--- src/rtl/uart_rx_bit_sequencer_if.sv ---
`timescale 1ns/1ps
`default_nettype none
// +------------------------------------------------------------------+
// | Module  : uart_rx_bit_sequencer_if                               |
// | Brief   : Serial-line, control and bit-strobe bundle for the     |
// |           UART receive bit sequencer.                            |
// | Rev     : 1.0                                                    |
// +------------------------------------------------------------------+
interface uart_rx_bit_sequencer_if #(
  parameter int DIV_W = 16
);
  logic             Enable;
  logic [DIV_W-1:0] Baud_Div;
  logic             Rx_In;
  logic             Rx_Bit;
  logic             Bit_Valid;
  logic             Frame_Active;
  logic             Frame_Done;
  logic             Start_Err;

  modport master (
    output Enable, Baud_Div, Rx_In,
    input  Rx_Bit, Bit_Valid, Frame_Active, Frame_Done, Start_Err
  );

  modport slave (
    input  Enable, Baud_Div, Rx_In,
    output Rx_Bit, Bit_Valid, Frame_Active, Frame_Done, Start_Err
  );
endinterface
`default_nettype wire

--- src/rtl/uart_rx_bit_sequencer.sv ---
`timescale 1ns/1ps
`default_nettype none
// +------------------------------------------------------------------+
// | Module  : uart_rx_bit_sequencer                                  |
// | Brief   : Oversampled start detect, 3-sample majority vote and   |
// |           one-strobe-per-bit timing for the UART receive FSM.    |
// | Rev     : 1.0                                                    |
// +------------------------------------------------------------------+
module uart_rx_bit_sequencer #(
  parameter int OVERSAMPLE = 16,
  parameter int FRAME_BITS = 12,
  parameter int DIV_W      = 16
) (
  input  logic                    Clk,
  input  logic                    Rst_N,
  uart_rx_bit_sequencer_if.slave  bus
);

  localparam int c_MID   = OVERSAMPLE / 2;
  localparam int c_OS_W  = $clog2(OVERSAMPLE);
  localparam int c_BIT_W = $clog2(FRAME_BITS);

  localparam logic [c_OS_W-1:0]  c_SMP0   = c_OS_W'(c_MID - 1);
  localparam logic [c_OS_W-1:0]  c_SMP1   = c_OS_W'(c_MID);
  localparam logic [c_OS_W-1:0]  c_SMP2   = c_OS_W'(c_MID + 1);
  localparam logic [c_OS_W-1:0]  c_OS_MAX = c_OS_W'(OVERSAMPLE - 1);
  localparam logic [c_BIT_W-1:0] c_LAST   = c_BIT_W'(FRAME_BITS - 1);

  typedef enum logic [1:0] {
    S_IDLE  = 2'd0,
    S_START = 2'd1,
    S_SHIFT = 2'd2
  } state_t;

  state_t               r_state;
  state_t               w_state_nxt;
  logic [1:0]           r_sync;
  logic                 r_rx_d;
  logic                 w_rx_s;
  logic [DIV_W-1:0]     r_div_l;
  logic [DIV_W-1:0]     r_div_cnt;
  logic [DIV_W-1:0]     w_div_eff;
  logic [c_OS_W-1:0]    r_os_cnt;
  logic [c_BIT_W-1:0]   r_bit_cnt;
  logic [1:0]           r_smp;
  logic                 r_rx_bit;
  logic                 r_bit_valid;
  logic                 r_frame_active;
  logic                 r_frame_done;
  logic                 r_start_err;
  logic                 w_start_det;
  logic                 w_os_tick;
  logic                 w_strobe_due;
  logic                 w_vote;
  logic                 w_emit_bit;
  logic                 w_emit_err;
  logic                 w_emit_done;

  assign w_rx_s       = r_sync[1];
  assign w_div_eff    = (bus.Baud_Div == '0) ? DIV_W'(1) : bus.Baud_Div;
  assign w_start_det  = bus.Enable && r_rx_d && !w_rx_s;
  assign w_os_tick    = (r_div_cnt == (r_div_l - DIV_W'(1)));
  assign w_strobe_due = (r_state != S_IDLE) && w_os_tick && (r_os_cnt == c_SMP2);
  // Third sample is the live synchronised line on the MID+1 tick.
  assign w_vote       = (r_smp[0] & r_smp[1]) | (r_smp[0] & w_rx_s) | (r_smp[1] & w_rx_s);

  always_comb begin
    w_state_nxt = r_state;
    w_emit_bit  = 1'b0;
    w_emit_err  = 1'b0;
    w_emit_done = 1'b0;
    if (!bus.Enable) begin
      w_state_nxt = S_IDLE;
    end else begin
      case (r_state)
        S_IDLE: begin
          if (w_start_det) w_state_nxt = S_START;
        end
        S_START: begin
          if (w_strobe_due) begin
            if (w_vote) begin
              w_emit_err  = 1'b1;
              w_state_nxt = S_IDLE;
            end else begin
              w_emit_bit  = 1'b1;
              w_state_nxt = S_SHIFT;
            end
          end
        end
        S_SHIFT: begin
          if (w_strobe_due) begin
            w_emit_bit = 1'b1;
            if (r_bit_cnt == c_LAST) begin
              w_emit_done = 1'b1;
              w_state_nxt = S_IDLE;
            end
          end
        end
        default: w_state_nxt = S_IDLE;
      endcase
    end
  end

  always_ff @(posedge Clk or negedge Rst_N) begin
    if (!Rst_N) begin
      r_state        <= S_IDLE;
      r_sync         <= 2'b11;
      r_rx_d         <= 1'b1;
      r_div_l        <= DIV_W'(1);
      r_div_cnt      <= '0;
      r_os_cnt       <= '0;
      r_bit_cnt      <= '0;
      r_smp          <= 2'b11;
      r_rx_bit       <= 1'b1;
      r_bit_valid    <= 1'b0;
      r_frame_active <= 1'b0;
      r_frame_done   <= 1'b0;
      r_start_err    <= 1'b0;
    end else begin
      r_sync       <= {r_sync[0], bus.Rx_In};
      r_rx_d       <= w_rx_s;
      r_state      <= w_state_nxt;
      r_bit_valid  <= w_emit_bit;
      r_start_err  <= w_emit_err;
      r_frame_done <= w_emit_done;
      if (w_emit_bit) r_rx_bit <= w_vote;

      if (!bus.Enable) begin
        r_div_cnt      <= '0;
        r_os_cnt       <= '0;
        r_bit_cnt      <= '0;
        r_frame_active <= 1'b0;
      end else if (r_state == S_IDLE) begin
        r_div_cnt <= '0;
        r_os_cnt  <= '0;
        r_bit_cnt <= '0;
        // Divider is frozen per frame so mid-frame Baud_Div writes cannot skew timing.
        if (w_start_det) begin
          r_div_l        <= w_div_eff;
          r_frame_active <= 1'b1;
        end else if (r_frame_done) begin
          r_frame_active <= 1'b0;
        end
      end else begin
        if (w_os_tick) begin
          r_div_cnt <= '0;
          r_os_cnt  <= (r_os_cnt == c_OS_MAX) ? '0 : r_os_cnt + c_OS_W'(1);
          if (r_os_cnt == c_SMP0) r_smp[0] <= w_rx_s;
          if (r_os_cnt == c_SMP1) r_smp[1] <= w_rx_s;
        end else begin
          r_div_cnt <= r_div_cnt + DIV_W'(1);
        end
        if (w_emit_bit) r_bit_cnt <= r_bit_cnt + c_BIT_W'(1);
        if (w_emit_err) r_frame_active <= 1'b0;
      end
    end
  end

  // Pulses are masked by Enable so an abort suppresses a strobe landing in the same cycle.
  assign bus.Rx_Bit       = r_rx_bit;
  assign bus.Bit_Valid    = r_bit_valid  & bus.Enable;
  assign bus.Frame_Done   = r_frame_done & bus.Enable;
  assign bus.Start_Err    = r_start_err  & bus.Enable;
  assign bus.Frame_Active = r_frame_active;

endmodule
`default_nettype wire
--- src/flat_wrapper.sv ---
// flat-port wrapper written by rule: the top's interface ports become plain ports
module uart_rx_bit_sequencer_flat 
#(
  parameter int OVERSAMPLE = 16,
  parameter int FRAME_BITS = 12,
  parameter int DIV_W      = 16
)
  (Clk, Rst_N, bus_Enable, bus_Baud_Div, bus_Rx_In, bus_Rx_Bit, bus_Bit_Valid, bus_Frame_Active, bus_Frame_Done, bus_Start_Err);
  uart_rx_bit_sequencer_if #(.DIV_W(DIV_W)) bus_i ();
  input  logic Clk;
  input  logic Rst_N;
  input wire logic [$bits(bus_i.Enable)-1:0] bus_Enable;
  input wire logic [$bits(bus_i.Baud_Div)-1:0] bus_Baud_Div;
  input wire logic [$bits(bus_i.Rx_In)-1:0] bus_Rx_In;
  output wire logic [$bits(bus_i.Rx_Bit)-1:0] bus_Rx_Bit;
  output wire logic [$bits(bus_i.Bit_Valid)-1:0] bus_Bit_Valid;
  output wire logic [$bits(bus_i.Frame_Active)-1:0] bus_Frame_Active;
  output wire logic [$bits(bus_i.Frame_Done)-1:0] bus_Frame_Done;
  output wire logic [$bits(bus_i.Start_Err)-1:0] bus_Start_Err;
  assign bus_i.Enable = bus_Enable;
  assign bus_i.Baud_Div = bus_Baud_Div;
  assign bus_i.Rx_In = bus_Rx_In;
  assign bus_Rx_Bit = bus_i.Rx_Bit;
  assign bus_Bit_Valid = bus_i.Bit_Valid;
  assign bus_Frame_Active = bus_i.Frame_Active;
  assign bus_Frame_Done = bus_i.Frame_Done;
  assign bus_Start_Err = bus_i.Start_Err;
  uart_rx_bit_sequencer #(.OVERSAMPLE(OVERSAMPLE), .FRAME_BITS(FRAME_BITS), .DIV_W(DIV_W)) u_core (.Clk(Clk), .Rst_N(Rst_N), .bus(bus_i));
endmodule
--- config.mk ---
export PLATFORM = sky130hd
export DESIGN_NAME = uart_rx_bit_sequencer_flat
export DESIGN_NICKNAME = d
export VERILOG_FILES = /design/src/rtl/uart_rx_bit_sequencer_if.sv /design/src/rtl/uart_rx_bit_sequencer.sv /design/src/flat_wrapper.sv
export SDC_FILE = /design/constraint.sdc
export NUM_CORES = 1
export LEC_CHECK = 0
export ABC_CLOCK_PERIOD_IN_PS = 3400
export BUFFER_PORTS_ARGS = -buffer_cell sky130_fd_sc_hd__clkbuf_2
export CAP_MARGIN = 30
export CORE_MARGIN = 5
export CORE_UTILIZATION = 35
export DETAILED_ROUTE_END_ITERATION = 8
export GPL_TIMING_DRIVEN = 0
export SETUP_SLACK_MARGIN = 0.2
export SYNTH_ARGS = -nofsm -noshare
export SYNTH_HDL_FRONTEND = slang
export SYNTH_SLANG_ARGS = --single-unit
--- constraint.sdc ---
create_clock -name Clk -period 3.4 [get_ports Clk]
set_input_delay 0 -clock Clk [delete_from_list [all_inputs] [get_ports Clk]]
set_output_delay 0 -clock Clk [all_outputs]
set_load 0.05 [all_outputs]
After elaboration in Yosys (flattened, before gate mapping)
Cells that the tools add are included.
- word-level logic and storage cells: 92
- input port bits: 20
- output and inout port bits: 5
- flip-flop bits (word level): 52
- mux-type cells: 36
- $add $sub $neg: 4
- reduce and logical (&&, ||, !) cells: 13
- bitwise gates (word level): 9
- equality and inequality tests: 16
- operators by type and width (cell ; number):
    16-bit 2-to-1 mux ; 4
    4-bit 2-to-1 mux ; 7
    1-bit 2-to-1 mux ; 17
    16-bit by 1-bit adder with 16-bit output (second input constant) ; 1
    16-bit equality test ; 1
    4-bit equality test (second input constant) ; 4
    16-bit zero test ; 1
    16-bit by 1-bit subtractor with 16-bit output (second input constant) ; 1
    2-bit 2-to-1 mux ; 6
    3-bit by 2-bit != test with 1-bit output (second input constant) ; 4
    4-bit AND reduction ; 3
    3-bit by 1-bit != test with 1-bit output (second input constant) ; 3
    4-bit by 1-bit adder with 4-bit output (second input constant) ; 2
    1-bit bitwise AND ; 6
    2-bit one-hot mux with 3 select lines ; 1
    4-bit by 3-bit equality test with 1-bit output (second input constant) ; 1
    1-bit logical AND ; 4
    4-bit by 2-bit != test with 1-bit output (second input constant) ; 1
    3-bit AND reduction ; 1
    2-bit by 1-bit equality test with 1-bit output (second input constant) ; 1
    2-bit equality test (second input constant) ; 1
    2-bit zero test ; 1
    1-bit bitwise OR ; 2
    1-bit one-hot mux with 2 select lines ; 1
    other kinds (4) ; 4

Depth between registers and ports, before layout
- depth in word-level cells: 10
- depth in mapped cells: 11
- gate-level depth less buffers: 9

Worst setup path after synthesis
OpenSTA, ideal clock, no wires.
- path type: register to register
- from: register u_core.r_div_l[0]
- to: register u_core.r_rx_bit, in the netlist u_core.bus.Rx_Bit
- setup slack: 0.595 ns
- data arrival time: 2.720 ns
- data required time: 3.315 ns
- path buffers: 0
- stages on the path, launching flop included: 10
- clock period less this slack: 2.805 ns
- cells stage by stage: dfstp_2 > inv_1 > ha_1 > or4b_4 > or4b_4 > nor3_4 > o211ai_1 > nor4_2 > and3_1 > mux2_1
- cells in the longest elaborated chain, start to end: 7
- ends and longest elaborated chain (what ; RTL line ; source):
    from (decl) ; uart_rx_bit_sequencer.sv:40 ; logic [DIV_W-1:0] r_div_l;
    from (signal assigned) ; uart_rx_bit_sequencer.sv:139 ; r_div_l <= w_div_eff;
    16-bit by 1-bit subtractor with 16-bit output * ; uart_rx_bit_sequencer.sv:62 ; assign w_os_tick = (r_div_cnt == (r_div_l - DIV_W'(1)));
    16-bit equality test * ; uart_rx_bit_sequencer.sv:62 ;
    1-bit logical AND * (2 in series) ; uart_rx_bit_sequencer.sv:63 ; assign w_strobe_due = (r_state != S_IDLE) && w_os_tick && (r_os_cnt == c_SMP2);
    1-bit 2-to-1 mux (on tied branches) ; uart_rx_bit_sequencer.sv:91, uart_rx_bit_sequencer.sv:80 ;
    1-bit one-hot mux with 2 select lines * ; uart_rx_bit_sequencer.sv:75 ; case (r_state)
    1-bit 2-to-1 mux * ; uart_rx_bit_sequencer.sv:72 ; if (!bus.Enable) begin
    via u_core.w_emit_bit ; uart_rx_bit_sequencer.sv:55 ; logic w_emit_bit;
    to (signal assigned) ; uart_rx_bit_sequencer.sv:126 ; if (w_emit_bit) r_rx_bit <= w_vote;
    to (decl) ; uart_rx_bit_sequencer.sv:46 ; logic r_rx_bit;
Mark *: on every way through the listed nets, which the timed path passes. The rest lies on a longest branch.
A chain may end at the register's enable or synchronous reset.

Worst setup path in the final report
- from: register u_core.r_div_l[1]
- to: register u_core.r_rx_bit, in the netlist u_core.bus.Rx_Bit
Same word-level chain as after synthesis.

==> flow_metrics.env <==
export IMPL_register_area_um2=1310
export IMPL_diodes=0
export IMPL_grt_pass1_vias=2465
export IMPL_cts_buffers=5
export IMPL_ctsHtreeMaxLevel=2
export IMPL_grt_overflow_total=0
export IMPL_final_antenna_net_count=0
export IMPL_cts_sinks=52
export IMPL_multi_input_area_um2=1730
export IMPL_drt_total_wl_um=6820
export IMPL_die_area_um2=10800
export IMPL_worstSetupStartpoint="u_core.r_div_l[1]"
export IMPL_status="finished, final reports clean"
export IMPL_clkTransAtPathRegs_ns=0.10
export IMPL_nNetsFinal=387
export IMPL_placed_cells=440
export IMPL_leakagePower_nw=1.56
export IMPL_synth_commonest_cells="dfrtp_1, nor2_1, nand2_1, mux2_2"
export IMPL_fp_dieW_um=104
export IMPL_power_density_nw_per_um2=381
export IMPL_rsz0062_at_grt="no"
export IMPL_drc=0
export IMPL_cp_start_kind="flop"
export IMPL_start_util_pct=35.7
export IMPL_crit_type="reg2reg"
export IMPL_setup_viol=0
export IMPL_fin_setup_tns_ns=0
export IMPL_core_um2=8680
export IMPL_syn2layout_area_growth_pct=19.3
export IMPL_synth_most_common_cell="dfrtp_1"
export IMPL_dr_pass1_iters=4
export IMPL_grt_pass1_wl_um=11700
export IMPL_ys_async_sr_fraction_pct=100
export IMPL_cts_tree="built"
export IMPL_gp_congestion=0.831
export IMPL_report_power_total_mw=1.41
export IMPL_finalNonFillerCells=467
export IMPL_grt_max_degree=28
export IMPL_timing_fmax_ghz=0.329
export IMPL_required_ns=3.65
export IMPL_post_drt_wl_per_cell_um=14.6
export IMPL_maxCapViolations=0
export IMPL_clock_latency_ns=0.31
export IMPL_synth_area_top_cells="dfrtp_1, mux2_2, dfstp_2, xnor2_1, nor2_1"
export IMPL_end_kind="flop"
export IMPL_arrival_ns=3.28
export IMPL_fin_crit_sh_pct=89.3
export IMPL_hold_path_cell_count=2
export IMPL_worstPathMaxFanout=6
export IMPL_syn_inst=307
export IMPL_dp_final_hpwl_um=5040
export IMPL_via_per_inst=5.13
export IMPL_synth_top_area_share_pct=36.3
export IMPL_drt_iter0_markers=110
export IMPL_num_rows=34
export IMPL_yosys_warnings=0
export IMPL_synth_seq_cells=52
export IMPL_io_pins=25
export IMPL_tightestPinTransition_ns=0.662
export IMPL_hold_viol=0
export IMPL_clockRootBuffer="clkbuf_8"
export IMPL_via_count=2396
export IMPL_synth_ff_type="dfrtp_1"
export IMPL_rr_worst_depth=9
export IMPL_ys_types=58
export IMPL_min_from="bus_Enable"
export IMPL_syn_area_per_cell_um2=10.1
export IMPL_slew_headroom_pct=55.9
export IMPL_seq_area_frac_synth_pct=42.3
export IMPL_io_buffers=24
export IMPL_reg2reg_slack_ns=0.36
export IMPL_worstReg2RegStart="u_core.r_div_l[1]"
export IMPL_finalClockSkew_ns=0.0140
export IMPL_nFillCells=871
export IMPL_groute_usage_overall_pct=12.9
export IMPL_fp_dieH_um=104
export IMPL_peakVddDrop_mv=0.183
export IMPL_synth_fp_nets=336
export IMPL_grt_antenna_before_repair=0
export IMPL_clock_path_buffers=2
export IMPL_layout_min_cycle_time_ns=3.04
export IMPL_drv_slew=0
export IMPL_hold_path_class="in2reg"
export IMPL_synth_edff_count=0
export IMPL_layout_drive_gt1_share_pct=21.4
export IMPL_yosys_area_top_type="dfrtp_1"
export IMPL_synth_area_um2=3100
==> report_power, final <==
group          switching [mW]  internal (mW)
sequential             0.0599          0.669
combinational           0.172          0.149
clock                   0.212          0.147
total                   0.444          0.964
==> layout make-up <==
cell class / count / area share, %
Timing Repair Buffer: 44 / 8.87
Tap cell: 108 / 3.66
Sequential cell: 52 / 35.5
Inverter: 16 / 1.63
Multi-Input combinational cell: 231 / 46.7
Buffer: 8 / 1.29
Clock buffer: 6 / 1.96
Clock inverter: 2 / 0.440
==> sequential cells by signal, summed over array words and instances (netlist names) <==
signal / cells
u_core.r_div_cnt: 16
u_core.r_div_l: 16
u_core.r_bit_cnt: 4
u_core.r_os_cnt: 4
u_core.r_smp: 2
u_core.r_state: 2
u_core.r_sync: 2
u_core.bus.Frame_Active: 1
u_core.bus.Rx_Bit: 1
u_core.r_bit_valid: 1
u_core.r_frame_done: 1
u_core.r_rx_d: 1
u_core.r_start_err: 1
==> repair_timing <==
item                                    in CTS  in global routing
pin swaps                                    0                  3
buffers inserted                             0                  1
gates cloned                                 0                  0
hold endpoints to repair                    40                  0
endpoints found under the setup margin      10                 17
resized for setup                            1                  5
hold buffers                                18                  0
==> worst max-delay path, cell delays in order (launching register included) <==
cell,delay [ns]
dfrtp_1,0.42
inv_1,0.07
ha_1,0.20
or4b_4,0.53
or4b_4,0.53
nor3_4,0.20
o211ai_1,0.15
nor4_4,0.32
and3_1,0.23
mux2_1,0.32
==> path summary, 6_finish.rpt <==
kind / to
max reg2reg: u_core.bus.Rx_Bit
max in group asynchronous: u_core.r_smp[0]
min reg2reg: u_core.r_sync[1]
max: u_core.bus.Rx_Bit
min: u_core.r_state[1]
min in group asynchronous: u_core.r_div_l[12]
==> cell families after synthesis <==
group	Yosys count	synth area share, %
flip-flops	52	42.3
AND/OR/NAND/NOR	132	24.5
AO/OA/AOI/OAI	34	8.44
buffers and inverters	24	3.47
multiplexers	27	9.45
adder cells (fa/ha/maj)	10	3.96
XOR/XNOR	28	7.92
==> routing by layer <==
metal	part of all wire (%)	global-route usage (%)	wire length, µm	up-vias
li1	-	-	-	1200
met1	47	17.6	3230	1162
met2	49	21.8	3330	30
met3	2.9	1.99	199	4
met4	0.85	2.78	58	0
met5	0	0	0	-
==> through the flow <==
step | worst slack [ns] | cell area, µm² | hold slack [ns] | util (%)
after CTS | 0.204 | 3650 | 0.00158 | 42.1
after floorplan | 0.595 | 3100 | -0.296 | -
after global routing | 0.187 | 3690 | 0.0202 | 42.6
final | 0.364 | 3690 | 0.00906 | 42.6
after detailed placement | 0.195 | 3370 | 0.0758 | 38.9
after global placement | 0.258 | 3350 | 0.0895 | 38.6
==> layout by cell type (no fill, tap or decap), drive strengths merged, types with 3 or more instances in the layout <==
master / Yosys / routed
nand4: 7 / 7
or4: 4 / 4
xor2: 12 / 12
dlygate4sd3: 0 / 18
xnor2: 16 / 16
nor2b: 8 / 8
a21oi: 4 / 4
mux2: 18 / 18
and2: 3 / 3
mux2i: 9 / 9
inv: 16 / 16
nor2: 35 / 35
ha: 9 / 9
nand3: 8 / 8
o21a: 4 / 4
o21ai: 3 / 3
nor4: 9 / 9
dfrtp: 45 / 45
and3: 8 / 8
dfstp: 7 / 7
clkbuf: 4 / 34
nand2: 21 / 21
nor3: 9 / 9
o211ai: 3 / 3
or3: 6 / 6
a31oi: 3 / 3
and4: 3 / 3
buf: 4 / 6
Note: power is estimated with default switching activity, not from simulation.
